===== src/rtl/sar_adc_seq.sv =====
// sar_adc_seq: SAR ADC controller with round-robin channel scan, averaging and offset calibration
module sar_adc_seq #(
    parameter int RES = 10,
    parameter int NCH = 4,
    parameter int SAMPLE_CYC = 2,
    parameter int AVG_MAX_LOG2 = 3,
    localparam int AW = (AVG_MAX_LOG2 > 0) ? $clog2(AVG_MAX_LOG2 + 1) : 1,
    localparam int CW = (NCH > 1) ? $clog2(NCH) : 1
) (
    input  logic           clk,
    input  logic           rstn,
    input  logic           en,
    input  logic           cal,
    input  logic [NCH-1:0] ch_mask,
    input  logic [AW-1:0]  avg_log2,
    input  logic           cmp,
    output logic           sample,
    output logic           cal_mode,
    output logic [RES-1:0] dac_code,
    output logic [CW-1:0]  ch_sel,
    output logic           busy,
    output logic           valid,
    output logic [RES-1:0] result,
    output logic [CW-1:0]  result_ch,
    output logic [RES-1:0] offset
);
    localparam int TW = $clog2((SAMPLE_CYC > RES) ? SAMPLE_CYC : RES);
    localparam int ACW = RES + AVG_MAX_LOG2;
    localparam int NW = AVG_MAX_LOG2 + 1;
    localparam logic [RES-1:0] MID = {1'b1, {(RES-1){1'b0}}};

    typedef enum logic [2:0] {IDLE, SAMPLE, CONV, ACC, OUT} state_t;

    state_t         state, state_nx;
    logic [TW-1:0]  cyc;
    logic [RES-1:0] code, trial, avg, corr;
    logic [ACW-1:0] acc;
    logic [NW-1:0]  cnt;
    logic [AW-1:0]  avg_l, avg_clamp;
    logic [CW-1:0]  ptr, base, pick, idx, ch_inc;
    logic           cal_q, cal_pend, cal_req, start, start_cal, begin_res, last_conv;

    assign cal_req   = cal_pend | (cal & ~cal_q);
    assign start_cal = en & cal_req;
    assign start     = start_cal | (en & |ch_mask);
    assign begin_res = start & (state == IDLE || state == OUT);
    assign ch_inc    = (ch_sel == CW'(NCH - 1)) ? '0 : ch_sel + CW'(1);
    // After a normal result the search starts just past the channel that finished
    assign base      = (state == OUT && !cal_mode) ? ch_inc : ptr;
    assign trial     = code | (MID >> cyc);
    assign avg_clamp = (avg_log2 > AW'(AVG_MAX_LOG2)) ? AW'(AVG_MAX_LOG2) : avg_log2;
    assign avg       = RES'(acc >> avg_l);
    assign corr      = (avg >= offset) ? avg - offset : '0;
    assign last_conv = cnt == NW'((1 << avg_l) - 1);
    assign busy      = state != IDLE;

    // Pick the lowest enabled channel at or above base, wrapping round
    always_comb begin
        pick = '0;
        idx = '0;
        for (int i = NCH - 1; i >= 0; i--) begin
            idx = CW'((int'(base) + i) % NCH);
            if (ch_mask[idx]) pick = idx;
        end
    end

    // State register
    always_ff @(posedge clk or negedge rstn) begin
        if (!rstn) state <= IDLE;
        else state <= state_nx;
    end

    // Next state plus the analog-facing sample switch and DAC trial code
    always_comb begin
        state_nx = state;
        sample = 1'b0;
        dac_code = '0;
        case (state)
            IDLE: state_nx = start ? SAMPLE : IDLE;
            SAMPLE: begin
                sample = 1'b1;
                dac_code = MID;
                if (cyc == TW'(SAMPLE_CYC - 1)) state_nx = CONV;
            end
            CONV: begin
                dac_code = trial;
                if (cyc == TW'(RES - 1)) state_nx = ACC;
            end
            ACC: state_nx = last_conv ? OUT : SAMPLE;
            OUT: state_nx = start ? SAMPLE : IDLE;
            default: state_nx = IDLE;
        endcase
    end

    // Datapath: bit search, accumulation, result/offset and channel bookkeeping
    always_ff @(posedge clk or negedge rstn) begin
        if (!rstn) begin
            cyc <= '0;
            code <= '0;
            acc <= '0;
            cnt <= '0;
            avg_l <= '0;
            ptr <= '0;
            cal_q <= 1'b0;
            cal_pend <= 1'b0;
            cal_mode <= 1'b0;
            ch_sel <= '0;
            valid <= 1'b0;
            result <= '0;
            result_ch <= '0;
            offset <= '0;
        end else begin
            cal_q <= cal;
            cal_pend <= cal_req & ~(begin_res & start_cal);
            cyc <= (state_nx == state && (state == SAMPLE || state == CONV)) ? cyc + TW'(1) : '0;
            valid <= 1'b0;
            if (state == SAMPLE) code <= '0;
            if (state == CONV && cmp) code <= trial;
            if (state == ACC) begin
                acc <= acc + ACW'(code);
                cnt <= cnt + NW'(1);
            end
            if (state == OUT) begin
                acc <= '0;
                cal_mode <= 1'b0;
                if (cal_mode) offset <= avg;
                else begin
                    valid <= 1'b1;
                    result <= corr;
                    result_ch <= ch_sel;
                    ptr <= ch_inc;
                end
            end
            if (begin_res) begin
                cal_mode <= start_cal;
                avg_l <= avg_clamp;
                cnt <= '0;
                if (!start_cal) ch_sel <= pick;
            end
        end
    end
endmodule


===== config.mk =====
export PLATFORM = sky130hd
export DESIGN_NAME = sar_adc_seq
export DESIGN_NICKNAME = d
export VERILOG_FILES = /design/src/rtl/sar_adc_seq.sv
export SDC_FILE = /design/constraint.sdc
export NUM_CORES = 1
export LEC_CHECK = 0
export ABC_AREA = 1
export CORE_ASPECT_RATIO = 1.5
export CORE_UTILIZATION = 41
export CTS_CLUSTER_DIAMETER = 30
export CTS_CLUSTER_SIZE = 25
export DETAILED_ROUTE_END_ITERATION = 8
export SLEW_MARGIN = 20
export SYNTH_ARGS = -nofsm -noshare
export SYNTH_HDL_FRONTEND = slang
export SYNTH_SLANG_ARGS = --single-unit

===== constraint.sdc =====
create_clock -name clk -period 3.15 [get_ports clk]
set_clock_uncertainty 0.2 [all_clocks]
set_input_delay 0.63 -clock clk [delete_from_list [all_inputs] [get_ports clk]]
set_output_delay 0.63 -clock clk [all_outputs]
set_load 0.01 [all_outputs]

==> reports/qor.csv <==
metric;value;unit
first_global_vias;3741;
fp.coreArea;10100;um2
end_kind;output pin;
post-route-util;51.6;%
track_usage;20.4;%
worstPathRequired;2320;ps
relSlewSlack;50.4;%
finalWirelength;10400;um
die_area;10900;um2
gp_congestion;0.957;
drc;0;
cp.arrival;2160;ps
h-tree-depth;3;
synth.cell_area;4290;um2
r2r_start;avg_l[0];
clock-sinks;66;
hold_viol;0;
place_area;4890;um2
ant_nets;0;
netlist-cell-type-count;42;
nets;652;
r2r_slack;370;ps
start_util;42.4;%
critical-path-max-stage-delay;560;ps
synth_cells;560;
area_growth;21.9;%
grt_overflow_total;0;
layout_common_cells;nand2_1, inv_1, o21ai_0;
crit_end;dac_code[9];
worstSetupPathType;reg2out;
period_minus_slack;2990;ps
power;5.36;mW
dr.pass1.iters;4;
max_slew.worst_pin.slew;744;ps
p_leak;2.44;nW
r2r-end;result[7];
status;finished clean;
setup_tns;0;ps
avgSynthCellArea;7.67;um2
rsz0062_at_grt;no;
hold_path_class;in2async;
path_buf_inv;2;
wire_per_inst;14.2;um
vias;3868;
fmax;334;MHz
synth-main-ff-cell;dfrtp_1;
numCtsBuffers;9;
finalInstanceArea;5230;um2
seq_area_frac_synth;38.5;%
portBuffers;48;
drive_gt1_share;7.63;%
slew_violations;0;
die_w;85.6;um
hpwlAfterDp;8000;um
std_cell_rows;45;
drtIter0Drc;199;
clockRootBuffer;clkbuf_16;
final_common_cell;nand2_1;
via_per_inst;5.28;
period_share;95.1;%
path_cells;nor3_2, inv_1, o21ai_0, clkdlybuf4s50_1;
clock_latency;340;ps
cp-startpoint;state[2];
fp.dieH;127;um
grt_max_degree;31;
vdd_drop_max;0.486;mV
yosys_warnings;0;
clkTransAtPathRegs;50;ps
slowest_stage;clkdlybuf4s50_1;
setup.worst_path.start_class;flop;
grt_pass1_wl;17400;um
n_antenna_cell;0;
setup_viol;0;
drv_cap;0;
synthArstFlopShare;100;%
ioPinCount;49;
cts_tree;done;
path_delay_family;buffers and inverters;
worstPathMaxFanout;12;
cp_num_cells;4;
cts_buffer_depth;2;
ff2ff_path_depth;10;
synth_fp_nets;601;
ctsHoldBuffers;0;
ys_ff_latch;66;
synth_edf_count;0;
powerDensity;1020;nW/um2
antenna_found_initial;0;
## state kept, by name, summed over array words and instances, names as in the netlist
signal,cells
acc,13
code,10
offset,10
result,10
cnt,4
cyc,4
state,3
avg_l,2
ch_sel,2
ptr,2
result_ch,2
cal_mode,1
cal_pend,1
cal_q,1
valid,1
## cell usage after synthesis, types with 5 or more instances
| cell type | number | area share, % |
|---|---|---|
| xnor2_1 | 5 | 1.0 |
| dfrtp_1 | 66 | 38 |
| xor2_1 | 9 | 1.8 |
| a31oi_1 | 10 | 1.5 |
| ha_1 | 28 | 8.2 |
| nand4_1 | 9 | 1.3 |
| buf_2 | 7 | 0.82 |
| inv_1 | 82 | 7.2 |
| nor2_1 | 39 | 3.4 |
| nand2_1 | 113 | 9.9 |
| clkbuf_1 | 5 | 0.44 |
| o21ai_0 | 67 | 7.8 |
| nand3_1 | 34 | 4.0 |
| o22ai_1 | 6 | 0.87 |
| nor3_1 | 8 | 0.93 |
| a21oi_1 | 28 | 3.3 |
## report_power, final
group	switching (mW)	total, mW	internal (mW)
Clock	0.376	1.09	0.711
Combinational	1.76	2.95	1.19
Sequential	0.242	1.32	1.08
Total	2.38	5.36	2.99
## cell type report
class | instances | area, um2
clock inverters | 5 | 77.6
clock buffers | 11 | 243
fillers | 983 | 4900
well taps | 117 | 146
multi-input cells | 396 | 2280
inverters | 85 | 319
flip-flops and latches | 66 | 1650
repair buffers | 53 | 513
## cells by family after synthesis
logic type / share of synthesized area, %
flops: 38.5
mux: 0.699
simple gates: 23.4
fa+ha+maj: 9.09
xor+xnor: 2.86
compound gates: 16.7
buf+inv: 8.80
## what timing repair did
item                       4_1_cts  5_1_grt
gates resized for setup          1        4
buffers inserted                 0        0
setup endpoints to repair        1       11
## stage by stage
stage	hold slack [ps]	worst slack, ps	std cells
after detailed placement	265	177	717
after global routing	220	34.5	733
after floorplan	134	650	560
after global placement	263	299	717
after CTS	173	27.5	733
final	155	156	733
## worst min path at each step
stage / startpoint / endpoint / depth (start not counted)
after detailed placement: result_ch[1] / result_ch[1] / 2
after global routing: rstn / result[9] / 1
after floorplan: rstn / acc[0] / 0
after CTS: rstn / result[9] / 1
final: rstn / result[9] / 1
after global placement: result_ch[1] / result_ch[1] / 2
## layer usage
layer	track usage [%]	vias up	wire length, um
li1	-	1965	-
met1	21.4	1802	4140
met2	39.0	84	5650
met3	3.42	17	341
met4	9.41	0	238
met5	0	-	0
No activity file was read; power rests on OpenSTA's default activity.
